===== src/rtl/memmap_router_pkg.sv =====
// memmap_router_pkg: shared types, constants and parameter-field helpers for the memory-map router
// Contents:
//   state_t    - access FSM encoding (IDLE, WAIT, DONE)
//   OPEN_BUS   - all-ones read value for unmapped accesses (truncate to DW)
//   get_field  - extract field idx of the given width from a flattened parameter vector
package memmap_router_pkg;

    typedef enum logic [1:0] {
        ST_IDLE,
        ST_WAIT,
        ST_DONE
    } state_t;

    localparam logic [63:0] OPEN_BUS = '1;

    // Flattened parameters are zero-extended to 256 bits by the caller so one helper
    // serves bases, masks (AW <= 32) and wait counts (width 4) for up to 8 regions.
    function automatic logic [31:0] get_field(input logic [255:0] flat, input int idx, input int width);
        logic [255:0] s;
        s = flat >> (idx * width);
        return 32'(s) & ((32'd1 << width) - 32'd1);
    endfunction

endpackage


===== src/rtl/memmap_router_if.sv =====
// memmap_router_if: CPU-side and memory-side bus bundle for memmap_router
// Ports (signals):
//   cpu_address/cpu_wdata/cpu_req/cpu_we  - request from the CPU
//   cpu_ready/cpu_rdata                   - completion pulse and registered read data
//   mem_address/mem_wdata/mem_sel/mem_we  - latched access towards the regions
//   mem_q                                 - per-region read data, region 0 in LSBs
// Modports: master = CPU plus memory environment, slave = router.
interface memmap_router_if #(
    parameter int REGIONS = 4,
    parameter int AW      = 20,
    parameter int DW      = 8
);
    logic [AW-1:0]         cpu_address;
    logic [DW-1:0]         cpu_wdata;
    logic                  cpu_req;
    logic                  cpu_we;
    logic                  cpu_ready;
    logic [DW-1:0]         cpu_rdata;
    logic [AW-1:0]         mem_address;
    logic [DW-1:0]         mem_wdata;
    logic [REGIONS-1:0]    mem_sel;
    logic [REGIONS-1:0]    mem_we;
    logic [REGIONS*DW-1:0] mem_q;

    modport master (
        output cpu_address, cpu_wdata, cpu_req, cpu_we, mem_q,
        input  cpu_ready, cpu_rdata, mem_address, mem_wdata, mem_sel, mem_we
    );

    modport slave (
        input  cpu_address, cpu_wdata, cpu_req, cpu_we, mem_q,
        output cpu_ready, cpu_rdata, mem_address, mem_wdata, mem_sel, mem_we
    );
endinterface


===== src/rtl/memmap_decode.sv =====
// memmap_decode: combinational base/mask address decoder with lowest-index priority
// Ports:
//   address - CPU address to decode
//   match   - one-hot winning region (all zero when nothing matches)
//   hit     - at least one enabled region matches
module memmap_decode
    import memmap_router_pkg::*;
#(
    parameter int                  REGIONS     = 4,
    parameter int                  AW          = 20,
    parameter logic [REGIONS*AW-1:0] REGION_BASE = '0,
    parameter logic [REGIONS*AW-1:0] REGION_MASK = '0
) (
    input  logic [AW-1:0]      address,
    output logic [REGIONS-1:0] match,
    output logic               hit
);
    logic [REGIONS-1:0] raw;

    for (genvar i = 0; i < REGIONS; i++) begin : g_region
        localparam logic [AW-1:0] BASE = AW'(get_field(256'(REGION_BASE), i, AW));
        localparam logic [AW-1:0] MASK = AW'(get_field(256'(REGION_MASK), i, AW));
        // A zero mask would match every address, so it marks the region disabled.
        assign raw[i] = (MASK != '0) && ((address & MASK) == (BASE & MASK));
    end

    // Isolate the lowest set bit: overlapping regions resolve to the lowest index.
    assign match = raw & (~raw + REGIONS'(1));
    assign hit   = |raw;
endmodule


===== src/rtl/memmap_router.sv =====
// memmap_router: decodes CPU accesses into memory regions with per-region wait states
// Ports:
//   clock, reset  - rising-edge clock, synchronous active-high reset
//   bus (slave)   - CPU request/completion and per-region memory strobes/data
//   fault, fault_address - sticky fault flag and first faulting address
//                          (present only when MEMMAP_FAULT_EN is defined)
// Build option: define MEMMAP_FAULT_EN to add fault capture for unmapped accesses
// and writes to read-only regions.
module memmap_router
    import memmap_router_pkg::*;
#(
    parameter int                    REGIONS     = 4,
    parameter int                    AW          = 20,
    parameter int                    DW          = 8,
    parameter logic [REGIONS*AW-1:0] REGION_BASE = {20'h00000, 20'hF0000, 20'hB8000, 20'h00000},
    parameter logic [REGIONS*AW-1:0] REGION_MASK = {20'h00000, 20'hFE000, 20'hFE000, 20'hC0000},
    parameter logic [REGIONS*4-1:0]  REGION_WAIT = '0,
    parameter logic [REGIONS-1:0]    REGION_RO   = 4'b0100
) (
    input  logic          clock,
    input  logic          reset,
    memmap_router_if.slave bus
`ifdef MEMMAP_FAULT_EN
    ,
    output logic          fault,
    output logic [AW-1:0] fault_address
`endif
);
    state_t             state_q, state_d;
    logic [3:0]         cnt_q, cnt_d;
    logic [AW-1:0]      addr_q, addr_d;
    logic [DW-1:0]      wdata_q, wdata_d;
    logic               we_q, we_d;
    logic [REGIONS-1:0] sel_q, sel_d;
    logic               hit_q, hit_d;
    logic [DW-1:0]      rdata_q, rdata_d;
    logic [REGIONS-1:0] dec_match;
    logic               dec_hit;
    logic [3:0]         dec_wait;
    logic [DW-1:0]      sel_data;
    logic               ro_hit;
    logic               last_wait;
`ifdef MEMMAP_FAULT_EN
    logic               fault_q, fault_d;
    logic [AW-1:0]      fault_address_q, fault_address_d;
`endif

    memmap_decode #(
        .REGIONS     (REGIONS),
        .AW          (AW),
        .REGION_BASE (REGION_BASE),
        .REGION_MASK (REGION_MASK)
    ) u_decode (
        .address (bus.cpu_address),
        .match   (dec_match),
        .hit     (dec_hit)
    );

    // Wait count of the decoded region and read data of the latched region;
    // both selectors are one-hot (or zero), so OR-ing the candidates is a mux.
    always_comb begin
        dec_wait = '0;
        sel_data = '0;
        for (int i = 0; i < REGIONS; i++) begin
            dec_wait = dec_wait | (dec_match[i] ? 4'(get_field(256'(REGION_WAIT), i, 4)) : 4'd0);
            sel_data = sel_data | (sel_q[i] ? bus.mem_q[i*DW +: DW] : '0);
        end
    end

    assign ro_hit    = |(sel_q & REGION_RO);
    assign last_wait = (state_q == ST_WAIT) && (cnt_q == 4'd0);

    always_comb begin
        state_d = state_q;
        cnt_d   = cnt_q;
        addr_d  = addr_q;
        wdata_d = wdata_q;
        we_d    = we_q;
        sel_d   = sel_q;
        hit_d   = hit_q;
        rdata_d = rdata_q;
`ifdef MEMMAP_FAULT_EN
        fault_d         = fault_q;
        fault_address_d = fault_address_q;
`endif
        case (state_q)
            ST_IDLE: begin
                if (bus.cpu_req) begin
                    state_d = ST_WAIT;
                    cnt_d   = dec_wait;
                    addr_d  = bus.cpu_address;
                    wdata_d = bus.cpu_wdata;
                    we_d    = bus.cpu_we;
                    sel_d   = dec_match;
                    hit_d   = dec_hit;
                end
            end
            ST_WAIT: begin
                if (cnt_q == 4'd0) begin
                    state_d = ST_DONE;
                    rdata_d = we_q ? rdata_q : (hit_q ? sel_data : DW'(OPEN_BUS));
`ifdef MEMMAP_FAULT_EN
                    // Sticky: only the first unmapped or read-only-write access is recorded.
                    if (!fault_q && (!hit_q || (we_q && ro_hit))) begin
                        fault_d         = 1'b1;
                        fault_address_d = addr_q;
                    end
`endif
                end else begin
                    cnt_d = cnt_q - 4'd1;
                end
            end
            ST_DONE: begin
                state_d = ST_IDLE;
                sel_d   = '0;
                hit_d   = 1'b0;
            end
            default: state_d = ST_IDLE;
        endcase
    end

    always_ff @(posedge clock) begin
        if (reset) begin
            state_q <= ST_IDLE;
            cnt_q   <= '0;
            addr_q  <= '0;
            wdata_q <= '0;
            we_q    <= 1'b0;
            sel_q   <= '0;
            hit_q   <= 1'b0;
            rdata_q <= DW'(OPEN_BUS);
        end else begin
            state_q <= state_d;
            cnt_q   <= cnt_d;
            addr_q  <= addr_d;
            wdata_q <= wdata_d;
            we_q    <= we_d;
            sel_q   <= sel_d;
            hit_q   <= hit_d;
            rdata_q <= rdata_d;
        end
    end

`ifdef MEMMAP_FAULT_EN
    always_ff @(posedge clock) begin
        if (reset) begin
            fault_q         <= 1'b0;
            fault_address_q <= '0;
        end else begin
            fault_q         <= fault_d;
            fault_address_q <= fault_address_d;
        end
    end

    assign fault         = fault_q;
    assign fault_address = fault_address_q;
`endif

    // sel_q is cleared on the way back to IDLE, so mem_sel is zero whenever idle.
    assign bus.cpu_ready   = (state_q == ST_DONE);
    assign bus.cpu_rdata   = rdata_q;
    assign bus.mem_address = addr_q;
    assign bus.mem_wdata   = wdata_q;
    assign bus.mem_sel     = sel_q;
    assign bus.mem_we      = (last_wait && we_q && !ro_hit) ? sel_q : '0;
endmodule


===== src/flat_wrapper.sv =====
// flat-port wrapper written by rule: the top's interface ports become plain ports
module memmap_router_flat import memmap_router_pkg::*;
#(
    parameter int                    REGIONS     = 4,
    parameter int                    AW          = 20,
    parameter int                    DW          = 8,
    parameter logic [REGIONS*AW-1:0] REGION_BASE = {20'h00000, 20'hF0000, 20'hB8000, 20'h00000},
    parameter logic [REGIONS*AW-1:0] REGION_MASK = {20'h00000, 20'hFE000, 20'hFE000, 20'hC0000},
    parameter logic [REGIONS*4-1:0]  REGION_WAIT = '0,
    parameter logic [REGIONS-1:0]    REGION_RO   = 4'b0100
)
  (clock, reset, bus_cpu_address, bus_cpu_wdata, bus_cpu_req, bus_cpu_we, bus_mem_q, bus_cpu_ready, bus_cpu_rdata, bus_mem_address, bus_mem_wdata, bus_mem_sel, bus_mem_we);
  memmap_router_if #(.REGIONS(REGIONS), .AW(AW), .DW(DW)) bus_i ();
  input  logic clock;
  input  logic reset;
  input wire logic [$bits(bus_i.cpu_address)-1:0] bus_cpu_address;
  input wire logic [$bits(bus_i.cpu_wdata)-1:0] bus_cpu_wdata;
  input wire logic [$bits(bus_i.cpu_req)-1:0] bus_cpu_req;
  input wire logic [$bits(bus_i.cpu_we)-1:0] bus_cpu_we;
  input wire logic [$bits(bus_i.mem_q)-1:0] bus_mem_q;
  output wire logic [$bits(bus_i.cpu_ready)-1:0] bus_cpu_ready;
  output wire logic [$bits(bus_i.cpu_rdata)-1:0] bus_cpu_rdata;
  output wire logic [$bits(bus_i.mem_address)-1:0] bus_mem_address;
  output wire logic [$bits(bus_i.mem_wdata)-1:0] bus_mem_wdata;
  output wire logic [$bits(bus_i.mem_sel)-1:0] bus_mem_sel;
  output wire logic [$bits(bus_i.mem_we)-1:0] bus_mem_we;
  assign bus_i.cpu_address = bus_cpu_address;
  assign bus_i.cpu_wdata = bus_cpu_wdata;
  assign bus_i.cpu_req = bus_cpu_req;
  assign bus_i.cpu_we = bus_cpu_we;
  assign bus_i.mem_q = bus_mem_q;
  assign bus_cpu_ready = bus_i.cpu_ready;
  assign bus_cpu_rdata = bus_i.cpu_rdata;
  assign bus_mem_address = bus_i.mem_address;
  assign bus_mem_wdata = bus_i.mem_wdata;
  assign bus_mem_sel = bus_i.mem_sel;
  assign bus_mem_we = bus_i.mem_we;
  memmap_router #(.REGIONS(REGIONS), .AW(AW), .DW(DW), .REGION_BASE(REGION_BASE), .REGION_MASK(REGION_MASK), .REGION_WAIT(REGION_WAIT), .REGION_RO(REGION_RO)) u_core (.clock(clock), .reset(reset), .bus(bus_i));
endmodule

===== config.mk =====
export PLATFORM = sky130hd
export DESIGN_NAME = memmap_router_flat
export DESIGN_NICKNAME = d
export VERILOG_FILES = /design/src/rtl/memmap_router_pkg.sv /design/src/rtl/memmap_router_if.sv /design/src/rtl/memmap_decode.sv /design/src/rtl/memmap_router.sv /design/src/flat_wrapper.sv
export SDC_FILE = /design/constraint.sdc
export NUM_CORES = 1
export LEC_CHECK = 0
export BUFFER_PORTS_ARGS = -buffer_cell sky130_fd_sc_hd__buf_2
export CORE_ASPECT_RATIO = 0.5
export CORE_MARGIN = 10
export CORE_UTILIZATION = 48
export DETAILED_ROUTE_END_ITERATION = 8
export PLACE_DENSITY = 0.92
export SKIP_LAST_GASP = 1
export SYNTH_ARGS = -nofsm -noshare
export SYNTH_HDL_FRONTEND = slang
export SYNTH_HIERARCHICAL = 1
export SYNTH_SLANG_ARGS = --single-unit
export TNS_END_PERCENT = 30

===== constraint.sdc =====
create_clock -name clock -period 4.5 [get_ports clock]
set_input_delay 0.225 -clock clock [delete_from_list [all_inputs] [get_ports clock]]
set_output_delay 0.225 -clock clock [all_outputs]
set_load 0.005 [all_outputs]

# After elaboration in Yosys (flattened, before gate mapping)
# Index checks and enable logic that the tools add are counted.
[totals] ff_bits=48 in_bits=64 output_inout_bits=45 wordCells=54
[classes] addsub=2 eq_ne=7 mux=16 n_bitwise=6 reduce_logical=15
[op_table] operator="2-to-1 mux 8 bit" count=5
[op_table] operator="bitwise OR 8 bit" count=3
[op_table] operator="zero test 20 bit" count=1
[op_table] operator="2-to-1 mux 4 bit" count=4
[op_table] operator="one-hot mux 4 bit (2 select lines)" count=2
[op_table] operator="== test 7 bit (second input constant)" count=2
[op_table] operator="inequality test 2 bit (second input constant)" count=3
[op_table] operator="AND reduction 2 bit" count=3
[op_table] operator="AND reduction 3 bit" count=2
[op_table] operator="adder 4 x 1 -> 4 bit (second input constant)" count=1
[op_table] operator="AND 3 x 4 -> 4 bit" count=1
[op_table] operator="zero test 4 bit" count=1
[op_table] operator="2-to-1 mux 2 bit" count=2
[op_table] operator="inverter 3 -> 4 bit" count=1
[op_table] operator="one-hot mux 2 bit (2 select lines)" count=1
[op_table] operator="nonzero test 2 bit" count=2
[op_table] operator="subtractor 4 x 1 -> 4 bit (second input constant)" count=1
[op_table] operator="logical AND 1 bit" count=3
[op_table] operator="OR reduction 3 bit" count=1
[op_table] operator="== test 2 x 1 -> 1 bit (second input constant)" count=1
[op_table] operator="== test 2 bit (second input constant)" count=1
[op_table] operator="zero test 2 bit" count=1
[op_table] operator="one-hot mux 1 bit (2 select lines)" count=1
[op_table] operator="zero test 1 bit" count=1
[op_table] operator="other kinds (2)" count=2

# Logic depth before layout (Yosys ltp)
[depth] word_depth=6 depth_mapped=6 depth_no_buf=5

# Hierarchy
# Netlist, hierarchy kept.
[modules_own_cells] module="memmap_router" n_inst=1 cells_per_inst=231 area_each_um2=2004.4 seq_area_each_um2=960.9
[modules_own_cells] module="memmap_decode" n_inst=1 cells_per_inst=10 area_each_um2=80.1 seq_area_each_um2=0.0

# Worst setup path before layout
# No wires, ideal clock.
[synth_path] kind="flip-flop to flip-flop" from="reg u_core.cnt_q[0]" to="reg u_core.rdata_q[0] (netlist: u_core/bus.cpu_rdata[0])" setup_time_ps=150 t_arrival_ps=1423 required_ps=4350 setup_slack_ps=2927 path_stages_with_launch=6 n_path_buf=0 period_less_slack_ps=1573 path_cell_list="dfxtp_1 > inv_1 > ha_1 > nor3b_4 > nor4b_2 > a32oi_1"
[synth_via] elab_chain_len=2
[synth_rtl] item="start: declaration" line="memmap_router.sv:30" source="logic [3:0] cnt_q, cnt_d;"
[synth_rtl] item="start signal: assignment" line="memmap_router.sv:134" source="cnt_q <= cnt_d;"
[synth_rtl] item="zero test 4 bit" line="memmap_router.sv:99" source="if (cnt_q == 4'd0) begin"
[synth_rtl] item="AND reduction 3 bit (no line)"
[synth_rtl] item="end signal: assignment" line="memmap_router.sv:131" source="rdata_q <= DW'(OPEN_BUS);"
[synth_rtl] item="end signal: assignment" line="memmap_router.sv:140" source="rdata_q <= rdata_d;"
[synth_rtl] item="end: declaration" line="memmap_router.sv:36" source="logic [DW-1:0] rdata_q, rdata_d;"
# No other way between the ends.
# A chain may end at the register's enable or synchronous reset.

# Final worst setup path
[layout_path] from="reg u_core.cnt_q[0]" to="out bus_mem_we[3]"
[layout_via] elab_chain_len=5
[layout_rtl] item="zero test 4 bit" line="memmap_router.sv:71" source="assign last_wait = (state_q == ST_WAIT) && (cnt_q == 4'd0);"
[layout_rtl] item="logical AND 1 bit" line="memmap_router.sv:71"
[layout_rtl] item="logical AND 1 bit (2 in series)" line="memmap_router.sv:165" source="assign bus.mem_we = (last_wait && we_q && !ro_hit) ? sel_q : '0;"
[layout_rtl] item="2-to-1 mux 4 bit" line="memmap_router.sv:165"
[layout_rtl] item="end: declaration" line="flat_wrapper.sv:26" source="output wire logic [$bits(bus_i.mem_we)-1:0] bus_mem_we;"
# No other way between the ends.

==> impl_metrics.tcl <==
set metrics [dict create \
    outcome "completed" \
    period_share 0.466 \
    timing.clock.skew_ns 0.00369 \
    overflow 0 \
    crit_arrival_ns 1.87 \
    power.static_leakage_nw 1.20 \
    die_area_mm2 0.00754 \
    largest_net_degree_at_the_start_of_global_routing 51 \
    postPlaceCellArea_mm2 0.00258 \
    fin_tns_setup_ns 0 \
    synthesis.area_mm2 0.00208 \
    initial_utilization 0.515 \
    synth_edf_count 0 \
    pre_cts_slack_ns 2.65 \
    power-per-cell-area_mw_per_mm2 312 \
    synthDistinctLibCells 42 \
    htree_levels 2 \
    detailroute.via_count 2087 \
    post-route-worst-setup-slack_ns 2.40 \
    yosysTopAreaCell "sky130_fd_sc_hd__dfxtp_1" \
    grt_first_pass_wirelength_um 10400 \
    numPortBuffers 107 \
    max_clock_freq_ghz 0.477 \
    design.final.nets 400 \
    placed_cells_incl_taps 381 \
    fin_area_mm2 0.00267 \
    antenna_found_initial 0 \
    async_reset_ff_frac 0 \
    mappedNetlistNets 307 \
    numCtsBuffers 5 \
    tightest_slew_ns 0.889 \
    worst_skew_pair.late_latency_ns 0.29 \
    synthDominantCellAreaShare 0.461 \
    synthesized_area_divided_by_synthesized_cell_count_um2 8.65 \
    max_stage_delay_ns 0.39 \
    horizontal_die_dimension_um 113 \
    crit_path_top_delay_cell "sky130_fd_sc_hd__nor4bb_1" \
    cts.clk_slew.worst_paths_ns 0.08 \
    proportion_of_layout_cells_with_a_drive_suffix_above_1 0.376 \
    postCtsSetupBuffers 0 \
    finalSetupViolCount 0 \
    worst_setup_path_end_kind "output port" \
    insertedDiodeCount 0 \
    synth_top_cells_by_area "sky130_fd_sc_hd__dfxtp_1, sky130_fd_sc_hd__nand2_1, sky130_fd_sc_hd__a21oi_1" \
    total_half_perimeter_wirelength_after_legalization_and_detailed_placement_um 4940 \
    root_buffer "sky130_fd_sc_hd__clkbuf_8" \
    grt_util_all_layers 0.167 \
    timing_worst_setup_path_type "register to output port" \
    route.final.wire_length_um 6420 \
    final-max-slew-violation-count 0 \
    vias_in_the_first_global_route 2155 \
    final_cell_count_no_fill 389 \
    post_cts.resized_instances 0 \
    hold_path_startpoint "bus_cpu_address[2]" \
    critical_path_buf_inv_count 2 \
    worst_ep_required_time_ns 4.28 \
    clock-sinks 48 \
    wl_per_cell_um 16.5 \
    placementRows 16 \
    drv.max_cap_violation_count 0 \
    drtIter0Drc 155 \
    netlist_top_cells_count "sky130_fd_sc_hd__nand2_1, sky130_fd_sc_hd__dfxtp_1, sky130_fd_sc_hd__a21oi_1" \
    worstPathMaxFanout 10 \
    hold_class "input pin to register" \
    final.min_clock_period_ns 2.10 \
    core_area_mm2 0.00404 \
    worst_setup_path_startpoint "u_core/cnt_q[0]" \
    cts.hold.buffers_added 0 \
    fp.dieH_um 66.6 \
    gp_congestion 0.818 \
    area_growth_syn_to_layout_pct 28.3 \
    post_drt_via_cell_ratio 5.37 \
    most_frequent_cell_after_synthesis "sky130_fd_sc_hd__nand2_1" \
    number_of_endpoints_with_negative_hold_slack_in_the_final_report 0 \
    clock_tree.buffer_depth 2 \
    rsz0062_at_grt "no" \
    drc 0 \
    vdd_ir_drop_max_mv 0.161 \
    detailedRoute.firstPassIterationCount 5 \
    antenna_left 0 \
    postSynthCellCount 241 \
    synth.yosys.seq_area_share 0.461 \
    timing.critical_path.cells "inv_1 -> ha_1 -> nor3b_4 -> nor4bb_1 -> and2_1 -> buf_2" \
    worst_r2r_startpoint "u_core/cnt_q[0]" \
    final_util 0.661 \
    crit_path_start_kind "register" \
    cts_tree "done" \
    postSynthRegisterBits 48 \
    ioPinCount 109 \
    maxSlewHeadroom 0.408 \
    synth_warnings 6 \
    path_delay_family "simple AND/OR/NAND/NOR gates" \
    synth_flop_cell "sky130_fd_sc_hd__dfxtp_1" \
]
-- metrics by stage --
step,hold WS (ns),total power [mW]
detailed placement,0.447,0.584
finish,0.160,0.833
floorplan,0.361,0.529
CTS,0.151,0.841
global placement,0.439,0.579
global route,0.154,0.878
-- sequential cells by signal, indices dropped and copies added (netlist names) --
signal and count:
u_core/bus.cpu_rdata 8, u_core/bus.mem_address 20, u_core/bus.mem_sel 4, u_core/bus.mem_wdata 8, u_core/cnt_q 4, u_core/hit_q 1, u_core/state_q 2, u_core/we_q 1
-- layout make-up --
cell class | count | area (µm²)
Fill cell | 365 | 1370
Sequential cell | 48 | 961
Inverter | 3 | 11.3
Clock buffer | 8 | 90.1
Tap cell | 54 | 67.6
Multi-Input combinational cell | 168 | 1000
Timing Repair Buffer | 108 | 543
-- worst paths after layout --
check	to	slack (ns)	cells after the start
max	bus_mem_we[3]	2.40	6
min	u_core/bus.mem_address[2]	0.16	3
max reg2reg	u_core/bus.cpu_rdata[5]	2.66	5
min reg2reg	u_core/bus.mem_address[11]	0.46	2
-- power by group --
| group | switching (mW) | internal (mW) |
|---|---|---|
| registers | 0.0139 | 0.444 |
| logic | 0.0630 | 0.0531 |
| clock network | 0.133 | 0.125 |
| total | 0.210 | 0.623 |
-- layer usage --
layer	vias up	routed length, µm	share of wire	GRT usage
met2	83	3150	0.49	0.307
met3	14	488	0.076	0.0518
met5	-	0	0	0
met1	962	2630	0.41	0.177
met4	0	151	0.024	0.0676
li1	1028	-	-	-
-- placed cells by master (no fill, tap or decap), types with 2 or more instances in the layout --
master / synthesis / routed
sky130_fd_sc_hd__a211oi_2: 2 / 2
sky130_fd_sc_hd__a21oi_1: 30 / 30
sky130_fd_sc_hd__a221oi_1: 8 / 8
sky130_fd_sc_hd__a22o_1: 8 / 8
sky130_fd_sc_hd__a22oi_1: 5 / 5
sky130_fd_sc_hd__a32oi_1: 8 / 8
sky130_fd_sc_hd__and2_1: 3 / 3
sky130_fd_sc_hd__buf_2: 4 / 107
sky130_fd_sc_hd__clkbuf_1: 10 / 2
sky130_fd_sc_hd__clkbuf_8: 1 / 6
sky130_fd_sc_hd__conb_1: 2 / 2
sky130_fd_sc_hd__dfxtp_1: 48 / 48
sky130_fd_sc_hd__ha_1: 2 / 2
sky130_fd_sc_hd__inv_1: 3 / 3
sky130_fd_sc_hd__nand2_1: 58 / 58
sky130_fd_sc_hd__nor2_1: 14 / 14
sky130_fd_sc_hd__nor3b_2: 3 / 2
sky130_fd_sc_hd__nor3b_4: 1 / 2
sky130_fd_sc_hd__o21ai_0: 4 / 4
sky130_fd_sc_hd__or3_1: 2 / 2
sky130_fd_sc_hd__or4_1: 2 / 2
-- cells by family after synthesis --
kind of cell	Yosys count	synth area share
flip-flops	48	0.461
other	2	0.00360
adder cells (fa/ha/maj)	2	0.0120
AND/OR/NAND/NOR	95	0.235
AO/OA/AOI/OAI	69	0.227
buffers and inverters	25	0.0618
-- tightest hold or removal path: cells and delay by family --
kind            cells  cell delay, ns
buf+inv             1            0.09
compound gates      1            0.05
simple gates        1            0.04
Power figures use the tool's default switching activity.
